### config.mk
export PLATFORM = sky130hd
export DESIGN_NAME = pipeline_hazard_ctrl
export DESIGN_NICKNAME = d
export VERILOG_FILES = /design/src/rtl/pipeline_hazard_ctrl.sv
export SDC_FILE = /design/constraint.sdc
export NUM_CORES = 1
export LEC_CHECK = 0
export ABC_AREA = 1
export BUFFER_PORTS_ARGS = -buffer_cell sky130_fd_sc_hd__buf_2
export CORE_UTILIZATION = 28
export CTS_CLUSTER_DIAMETER = 100
export DETAILED_ROUTE_END_ITERATION = 7
export RECOVER_POWER = 50
export SLEW_MARGIN = 20
export SYNTH_ARGS = -nofsm -noshare
export SYNTH_HDL_FRONTEND = slang
export SYNTH_SLANG_ARGS = --single-unit
### constraint.sdc
create_clock -name clk_i -period 1.8 [get_ports clk_i]
set_input_delay 0.18 -clock clk_i [delete_from_list [all_inputs] [get_ports clk_i]]
set_output_delay 0.18 -clock clk_i [all_outputs]
set_load 0.01 [all_outputs]
### src/rtl/pipeline_hazard_ctrl.sv
`default_nettype none
// ============================================================================
// Module      : pipeline_hazard_ctrl
// Description : Flush/stall controller for the Aquila FET/DEC/EXE/MEM/WB
//               pipeline. Tracks outstanding loads in a small scoreboard,
//               holds the pipe while a multi-cycle mul/div runs, freezes on
//               D-memory wait and stretches the front-end flush after a
//               trap/mret redirect.
// Config      : define BRANCH_PREDICTOR_EN to suppress branch flushes for
//               branches the BPU already predicted correctly.
// Revision    : 1.0 - initial release
// ============================================================================
module pipeline_hazard_ctrl #(
  parameter int RA_W       = 5,  // register address width
  parameter int LOAD_LAT   = 2,  // cycles until load data is forwardable (1..7)
  parameter int SB_DEPTH   = 2,  // outstanding-load scoreboard entries (1..4)
  parameter int FLUSH_HOLD = 2   // extra front-end flush cycles after sys jump (1..7)
) (
  input  logic            clk_i,
  input  logic            rst_ni,
  input  logic [RA_W-1:0] rs1_addr_i,
  input  logic            rs1_used_i,
  input  logic [RA_W-1:0] rs2_addr_i,
  input  logic            rs2_used_i,
  input  logic            illegal_instr_i,
  input  logic            dec_is_load_i,
  input  logic [RA_W-1:0] dec_rd_addr_i,
  input  logic            dec_is_muldiv_i,
  input  logic            muldiv_done_i,
  input  logic            dmem_stall_i,
  input  logic            branch_taken_i,
  input  logic            cond_branch_hit_i,
  input  logic            uncond_branch_hit_i,
  input  logic            cond_mispredict_i,
  input  logic            sys_jump_i,
  output logic            flush2fet_o,
  output logic            flush2dec_o,
  output logic            flush2exe_o,
  output logic            flush2mem_o,
  output logic            stall_front_o,
  output logic            stall_back_o,
  output logic            sb_full_o
);

  localparam logic [2:0] LAT_INIT  = 3'(LOAD_LAT);
  localparam logic [2:0] HOLD_INIT = 3'(FLUSH_HOLD);

  typedef enum logic [1:0] {
    ST_IDLE   = 2'd0,
    ST_MULDIV = 2'd1,
    ST_FLUSH  = 2'd2
  } state_t;

  state_t              state;
  state_t              state_nxt;
  logic [2:0]          hold_cnt;
  logic [2:0]          hold_cnt_nxt;

  logic [SB_DEPTH-1:0] sb_valid;
  logic [SB_DEPTH-1:0] sb_hit;
  logic [SB_DEPTH-1:0] alloc_sel;
  logic                load_use;
  logic                sb_full;
  logic                alloc_req;
  logic                sb_full_need;
  logic                alloc_en;
  logic                branch_flush;
  logic                stall_back;
  logic                stall_front;
  logic                flush_fet;
  logic                flush_dec;

  // --------------------------------------------------------------------------
  // Branch flush source: with a predictor, only unpredicted taken branches
  // and mispredicted conditional branches need to redirect the front end.
  // --------------------------------------------------------------------------
`ifdef BRANCH_PREDICTOR_EN
  assign branch_flush = (branch_taken_i & ~cond_branch_hit_i & ~uncond_branch_hit_i)
                      | cond_mispredict_i;
`else
  logic unused_bp_inputs;
  assign branch_flush     = branch_taken_i;
  assign unused_bp_inputs = cond_branch_hit_i ^ uncond_branch_hit_i ^ cond_mispredict_i;
`endif

  // --------------------------------------------------------------------------
  // Load scoreboard. Each entry remembers the destination of a load that has
  // left DEC and counts down until its data can be forwarded.
  // --------------------------------------------------------------------------
  generate
    for (genvar i = 0; i < SB_DEPTH; i++) begin : g_entry
      logic            vld;
      logic [RA_W-1:0] rd;
      logic [2:0]      cnt;

      // Allocate, age (frozen by D-memory wait) and clear on redirect.
      always_ff @(posedge clk_i or negedge rst_ni) begin
        if (!rst_ni) begin
          vld <= 1'b0;
          rd  <= '0;
          cnt <= '0;
        end else if (sys_jump_i) begin
          vld <= 1'b0;
          cnt <= '0;
        end else if (alloc_sel[i]) begin
          vld <= 1'b1;
          rd  <= dec_rd_addr_i;
          cnt <= LAT_INIT;
        end else if (vld && !dmem_stall_i) begin
          if (cnt == 3'd1) begin
            vld <= 1'b0;
            cnt <= '0;
          end else begin
            cnt <= cnt - 3'd1;
          end
        end
      end

      assign sb_valid[i] = vld;
      // x0 is hard-wired zero, so it can never carry a load-use dependency.
      assign sb_hit[i]   = vld & ((rs1_used_i & (rs1_addr_i != '0) & (rd == rs1_addr_i))
                                | (rs2_used_i & (rs2_addr_i != '0) & (rd == rs2_addr_i)));
    end
  endgenerate

  assign load_use     = |sb_hit;
  assign sb_full      = &sb_valid;
  assign alloc_req    = dec_is_load_i & (dec_rd_addr_i != '0);
  assign sb_full_need = alloc_req & sb_full;
  // A load only claims an entry when it really leaves DEC this cycle.
  assign alloc_en     = alloc_req & ~stall_front & ~flush_dec & ~dmem_stall_i & ~sys_jump_i;

  // Pick the lowest-numbered free entry for a new load.
  always_comb begin
    logic found;
    found     = 1'b0;
    alloc_sel = '0;
    for (int i = 0; i < SB_DEPTH; i++) begin
      if (alloc_en && !sb_valid[i] && !found) begin
        alloc_sel[i] = 1'b1;
        found        = 1'b1;
      end
    end
  end

  // --------------------------------------------------------------------------
  // Control FSM: mul/div busy tracking and the stretched sys-jump flush.
  // --------------------------------------------------------------------------

  // State and flush-hold counter registers.
  always_ff @(posedge clk_i or negedge rst_ni) begin
    if (!rst_ni) begin
      state    <= ST_IDLE;
      hold_cnt <= '0;
    end else begin
      state    <= state_nxt;
      hold_cnt <= hold_cnt_nxt;
    end
  end

  // Stall/flush generation and next-state selection.
  always_comb begin
    state_nxt    = state;
    hold_cnt_nxt = hold_cnt;

    stall_back  = dmem_stall_i | ((state == ST_MULDIV) & ~muldiv_done_i);
    stall_front = stall_back | load_use | sb_full_need;
    flush_fet   = ~dmem_stall_i & (branch_flush | sys_jump_i | (state == ST_FLUSH));
    // A DEC-side hazard becomes a bubble only if the back end keeps moving.
    flush_dec   = ~dmem_stall_i & (branch_flush | sys_jump_i | (state == ST_FLUSH)
                | ((load_use | sb_full_need | illegal_instr_i) & ~stall_back));

    case (state)
      ST_IDLE: begin
        if (sys_jump_i) begin
          state_nxt    = ST_FLUSH;
          hold_cnt_nxt = HOLD_INIT;
        end else if (dec_is_muldiv_i && !stall_front) begin
          state_nxt = ST_MULDIV;
        end
      end
      ST_MULDIV: begin
        // A redirect abandons the running mul/div.
        if (sys_jump_i) begin
          state_nxt    = ST_FLUSH;
          hold_cnt_nxt = HOLD_INIT;
        end else if (muldiv_done_i) begin
          state_nxt = ST_IDLE;
        end
      end
      ST_FLUSH: begin
        if (sys_jump_i) begin
          hold_cnt_nxt = HOLD_INIT;
        end else if (hold_cnt <= 3'd1) begin
          state_nxt    = ST_IDLE;
          hold_cnt_nxt = '0;
        end else begin
          hold_cnt_nxt = hold_cnt - 3'd1;
        end
      end
      default: begin
        state_nxt    = ST_IDLE;
        hold_cnt_nxt = '0;
      end
    endcase
  end

  // Outputs are forced low while reset is asserted.
  assign stall_back_o  = rst_ni & stall_back;
  assign stall_front_o = rst_ni & stall_front;
  assign flush2fet_o   = rst_ni & flush_fet;
  assign flush2dec_o   = rst_ni & flush_dec;
  assign flush2exe_o   = rst_ni & sys_jump_i;
  assign flush2mem_o   = rst_ni & sys_jump_i;
  assign sb_full_o     = rst_ni & sb_full;

`ifndef SYNTHESIS
  // At most one entry is claimed per cycle, and FLUSH always has cycles left.
  a_alloc_onehot: assert property (@(posedge clk_i) disable iff (!rst_ni)
    $onehot0(alloc_sel));
  a_flush_cnt: assert property (@(posedge clk_i) disable iff (!rst_ni)
    (state != ST_FLUSH) || (hold_cnt != 3'd0));
`endif

endmodule
`default_nettype wire
Word level (Yosys, flattened, before mapping)

Index checks and enable logic that the tools add are counted.

Logic and storage cells: 121
Input bits: 29
Output and inout port bits: 7
Bits in registers: 23

Bitwise logic cells: 40
Order comparisons: 1
Reductions and logical operators: 27
Add/sub/neg operators: 3
Equal/unequal tests: 13
Multiplexer cells: 29

Operator list:

| kind                                                            | number |
|---|---|
| 2-to-1 mux 3 bit                                                | 11 |
| AND 1 bit                                                       | 24 |
| equality test 5 bit                                             | 4 |
| nonzero test 5 bit                                              | 3 |
| 2-to-1 mux 2 bit                                                | 6 |
| nonzero test 3 bit                                              | 4 |
| 2-to-1 mux 1 bit                                                | 10 |
| bitwise OR 1 bit                                                | 10 |
| AND reduction 2 bit                                             | 5 |
| subtractor 3 x 1 -> 3 bit (second input constant)               | 3 |
| equality test 3 x 1 -> 1 bit (second input constant)            | 2 |
| logical AND 1 bit                                               | 6 |
| inequality test 3 bit (second input constant)                   | 2 |
| inverter 1 bit                                                  | 6 |
| case mux 2 bit (3 select lines)                                 | 1 |
| case mux 3 bit (2 select lines)                                 | 1 |
| logical NOT 1 bit                                               | 5 |
| inequality test 2 x 1 -> 1 bit (second input constant)          | 2 |
| AND reduction 4 bit                                             | 1 |
| OR reduction 2 bit                                              | 2 |
| less-or-equal comparator 3 x 1 -> 1 bit (second input constant) | 1 |
| equality test 2 x 1 -> 1 bit (second input constant)            | 1 |
| equality test 2 bit (second input constant)                     | 1 |
| logical NOT 2 bit                                               | 1 |
| inequality test 2 bit (second input constant)                   | 1 |

Depth between registers and ports, before layout

Depth in word-level cells: 22
Gate-level depth with buffers: 14
Gate-level depth less buffers: 14

Least setup slack after synthesis

Ideal clock, no wire load.

Path kind: reg-to-reg
Start point: register g_entry[1].rd[0]
End point: register g_entry[1].rd[3]
Setup time: 0.119 ns
Required time: 1.681 ns
Cell stages (with the launch flop): 13
Clock period less this slack: 1.563 ns
Path slack: 0.237 ns
Path buffers: 1
Arrival time: 1.443 ns
Cell sequence: dfrtp_1 > xnor2_1 > nand2_1 > nor2_1 > nand2_1 > nand3_1 > nand2_2 > nand3_2 > nor2_4 > nand3_2 > buf_6 > nand2_1 > o21ai_2

Word-level cells in the longest chain between the ends: 20
Elaborated cells between the ends (all ways): 27
Those cells by class: eq/ne: 2; mux: 2; bitwise: 17; reduce/logical: 6

RTL lines:

| what                                          | RTL line | source |
|---|---|---|
| start: declaration                            | 93       | `logic [RA_W-1:0] rd;` |
| start signal: assignment                      | 107      | `rd <= dec_rd_addr_i;` |
| equality test 5 bit, on equally long branches | 121, 122 |  |
| AND 1 bit, on equally long branches           | 121, 122 |  |
| bitwise OR 1 bit (*)                          | 122      | `\| (rs2_used_i & (rs2_addr_i != '0) & (rd == rs2_addr_i)));` |
| AND 1 bit (*)                                 | 121      | `assign sb_hit[i] = vld & ((rs1_used_i & (rs1_addr_i != '0) & (rd == rs1_addr_i))` |
| OR reduction 2 bit (*)                        | 126      | `assign load_use = \|sb_hit;` |
| bitwise OR 1 bit (2 in series)                | 171      | `\| ((load_use \| sb_full_need \| illegal_instr_i) & ~stall_back));` |
| AND 1 bit                                     | 171      |  |
| bitwise OR 1 bit                              | 171      |  |
| AND 1 bit                                     | 170      | `flush_dec = ~dmem_stall_i & (branch_flush \| sys_jump_i \| (state == ST_FLUSH)` |
| inverter 1 bit                                | 131      | `assign alloc_en = alloc_req & ~stall_front & ~flush_dec & ~dmem_stall_i & ~sys_jump_i;` |
| AND 1 bit (*) (3 in series)                   | 131      |  |
| logical AND 1 bit                             | 139      | `if (alloc_en && !sb_valid[i] && !found) begin` |
| 2-to-1 mux 1 bit                              | 139      |  |
| logical NOT 1 bit                             | 139      |  |
| logical AND 1 bit (*)                         | 139      |  |
| 2-to-1 mux 1 bit (*)                          | 139      |  |
| AND reduction 2 bit (no line) (*)             | -        |  |

Mark *: on every way between the ends. The rest lies on a longest branch, timed or not.
A chain may end at the register's enable or synchronous reset.

Worst setup path after layout

Start point: register g_entry[0].rd[3]
End point: output port flush2dec_o

Word-level cells in the longest chain between the ends: 11
Elaborated cells between the ends (all ways): 13
Those cells by class: eq/ne: 2; bitwise: 10; reduce/logical: 1

RTL lines:

| what                                          | RTL line | source |
|---|---|---|
| start: declaration                            | 93       |  |
| start signal: assignment                      | 107      |  |
| equality test 5 bit, on equally long branches | 121, 122 |  |
| AND 1 bit, on equally long branches           | 121, 122 |  |
| bitwise OR 1 bit (*)                          | 122      |  |
| AND 1 bit (*)                                 | 121      |  |
| OR reduction 2 bit (*)                        | 126      |  |
| bitwise OR 1 bit (*) (2 in series)            | 171      |  |
| AND 1 bit (*)                                 | 171      |  |
| bitwise OR 1 bit (*)                          | 171      |  |
| AND 1 bit (*)                                 | 170      |  |
| AND 1 bit (*)                                 | 212      | `assign flush2dec_o = rst_ni & flush_dec;` |
| end: declaration                              | 37       | `output logic flush2dec_o,` |

Marks and branches as above.

==> impl_metrics.csv <==
group,metric,value,unit
floorplanning,dieArea,6191,um2
sta,setup_slack,-0.03214,ns
floorplanning,initial_utilization,29.54,%
cells_and_area,drive_above_1_share,32.18,%
setup_path,cp_num_cells,9,
setup_path,path_class,"flip-flop to output port",
clocking,clk_latency,0.26,ns
setup_path,cp-start-kind,"flip-flop",
clocking,cts_tree,"built",
sta,fmax,0.5458,GHz
cells_and_area,final_cell_mix,"nand2_1 (40), inv_1 (34), buf_2 (32)",
global_route,grt_pass1_wl,6341,um
global_route,grt_usage,13.04,%
setup_path,slowest_delay,0.42,ns
setup_path,crit_path_top_delay_cell,"dfrtp_1",
clocking,cts_made_buffers,3,
floorplanning,rows,27,
setup_path,r2r_setup_slack,-0.01,ns
floorplanning,die_h,78.69,um
route,vias_per_cell,4.474,
cells_and_area,fin_area,2142,um2
sta,relSlewSlack,44.71,%
sta,rsz0062_at_grt,"yes",
cells_and_area,layout.cells.most_common,"nand2_1",
power_and_ir_drop,p_leak,1.075,nW
setup_path,crit_path_end,"flush2dec_o",
route,drt-total-wl,3672,um
global_route,antenna_found_initial,0,
clocking,path_clk_slew,0.08,ns
outcome,status,"finished, violations left",
placed_design,place_hpwl,2771,um
setup_path,cp_cell_sequence,"or2_0 -> a21oi_1 -> nand3_1 -> nand2_1 -> nand2_2 -> nand3_2 -> a21boi_2 -> nor2_1 -> buf_2",
route,detail_route.first_pass.iterations,4,
worst_hold_path,hold_path_depth,3,
setup_path,cp_top_family,"simple AND/OR/NAND/NOR gates",
cells_and_area,final_net_count,296,
setup_path,r2r-end,"g_entry[1].cnt[2]$_DFFE_PN0P_",
logic_synthesis,synth_nets,246,
logic_synthesis,ys_warn_count,0,
setup_path,crit_path_end_kind,"output port",
route,post_drt_wl_per_cell,11.03,um
setup_path,crit_required,1.62,ns
cells_and_area,n_antenna_cell,0,
placed_design,gp_congestion,0.7497,
sta,worst_slew_pin_slew,0.8294,ns
outcome,violations,"negative setup slack",
cells_and_area,area_delta_synth_final,30.09,%
clocking,htree_levels,1,
setup_path,crit_path_start,"g_entry[0].rd[3]$_DFFE_PN0P_",
route,vias,1490,
sta,setup_viol,4,
clocking,root_buffer,"clkbuf_8",
worst_hold_path,min_path_type,"input pin to flip-flop",
logic_synthesis,yosysSeqAreaShare,34.95,%
setup_path,cp_max_fo,4,
logic_synthesis,ys_ff_latch,23,
setup_path,r2r_start,"g_entry[1].rd[4]$_DFFE_PN0P_",
logic_synthesis,synthCells,212,
logic_synthesis,netlist_area,1647,um2
floorplanning,core_area,5574,um2
global_route,grt_pass1_vias,1458,
logic_synthesis,synth_cell_types,31,
floorplanning,die_w,78.69,um
global_route,gr-total-overflow,0,
sta,fin_skew,0.003034,ns
logic_synthesis,synth_area_per_cell,7.767,um2
route,ant_nets,0,
sta,whs,0.1805,ns
clocking,clockBufferDepth,2,
setup_path,rr_worst_depth,13,
route,drc,0,
sta,drv_slew,0,
sta,period_needed,1.832,ns
placed_design,port_buffers,32,
sta,min_period_over_period,101.8,%
power_and_ir_drop,peakVddDrop,0.0004465,V
setup_path,crit_arrival,1.65,ns
global_route,grt_max_degree,16,
setup_path,cp_num_buf_inv,1,
route,first_iter_violations,50,
flow_run,max-cap-violations,0,
placed_design,placed_area,1923,um2
sta,timing.final.hold_violations,0,
floorplanning,pin_count,36,
clocking,clkSinkCount,23,
power_and_ir_drop,powerDensity,871.5,nW/um2
[worst reg2reg max path, cell delays in order, from the launching register on]
cell,delay (ns)
dfrtp_2,0.45
xnor2_1,0.13
nand2_1,0.06
nor2_1,0.05
nand2_1,0.08
nand3_2,0.09
nand2_2,0.10
nand3_2,0.08
a21boi_2,0.15
buf_4,0.14
nand3_4,0.09
buf_6,0.16
nand4_1,0.06
nand2_1,0.06
[through the flow]
step / setup slack, ns / TNS [ns] / std cells / total power, mW / util [%]
2_1_floorplan: 0.2375 / 0 / 212 / 1.294 / -
3_3_place_gp: -0.009138 / -0.01739 / 320 / 1.462 / 34.50
3_5_place_dp: -0.04489 / -0.1117 / 320 / 1.477 / 34.50
4_1_cts: -0.07485 / -0.07627 / 331 / 1.841 / 36.48
5_1_grt: -0.2304 / -2.314 / 333 / 2.032 / 38.43
6_report: -0.03214 / -0.04474 / 333 / 1.867 / 38.43
[layer usage]
layer	vias to the layer above	global-route usage (%)	wire length, um
li1	772	-	-
met1	694	15.82	1667
met2	19	22.70	1823
met3	5	1.977	113
met4	0	5.556	67
met5	-	0	0
[final cells by class]
class	count	area [um2]
clock buffers	4	45.04
fillers	576	3432
inverters	35	131.4
multi-input cells	150	973.4
flip-flops and latches	23	576.8
well taps	72	90.09
repair buffers	49	325.3
[worst min-delay path by stage]
stage,start,to,slack [ns]
after floorplan,rst_ni,g_entry[0].cnt[0]$_DFFE_PN0P_,-0.12
after global placement,rst_ni,g_entry[0].vld$_DFFE_PN0P_,0.06
after detailed placement,rst_ni,g_entry[0].vld$_DFFE_PN0P_,0.06
after CTS,dec_rd_addr_i[1],g_entry[0].rd[1]$_DFFE_PN0P_,0.17
after global routing,dec_rd_addr_i[1],g_entry[0].rd[1]$_DFFE_PN0P_,0.19
final,dec_rd_addr_i[1],g_entry[0].rd[1]$_DFFE_PN0P_,0.18
[cell usage after synthesis (all sizes together)]
cell	n	area, um2
nand2	46	177.7
inv	35	131.4
nor2	27	108.9
dfrtp	23	575.6
o21ai	16	113.9
nand3	12	75.07
xnor2	12	105.1
xor2	9	78.83
nand4	8	65.06
a21oi	5	28.78
ha	5	62.56
buf	3	30.03
o31ai	2	28.78
a21boi	1	11.26
clkbuf	1	3.750
nand3b	1	7.510
nor3	1	5.000
o2111ai	1	8.760
o211ai	1	7.510
o22ai	1	6.260
o32ai	1	8.760
or2	1	6.260
[state kept, by name (all words and copies together) (netlist names)]
signal       flops
g_entry.cnt      6
g_entry.rd      10
hold_cnt         3
state            2
g_entry.vld      2
[kinds of logic (layout without fill, tap and decap cells)]
kind of cell / Yosys count / in the layout / synth area share, %
AOI/OAI and AO/OA: 28 / 28 / 12.99
adders and majority gates: 5 / 5 / 3.799
and+or+nand+nor: 96 / 96 / 27.05
buffers and inverters: 39 / 88 / 10.03
DFF: 23 / 23 / 34.95
xor gates and xnor gates: 21 / 21 / 11.17
[report_power, final]
group	leakage, nW	internal, mW	switching (mW)
Sequential	0.297	0.650	0.131
Clock	0.0228	0.158	0.162
Combinational	0.756	0.367	0.399
[repair_timing]
action | CTS | global route
hold buffers | 2 | 0
gates cloned | 0 | 1
resized for setup | 2 | 27
buffers inserted | 5 | 1
pin swaps | 2 | 3
setup endpoints to repair | 6 | 20
hold endpoints to repair | 8 | 0
No activity file was read; power rests on OpenSTA's default activity.
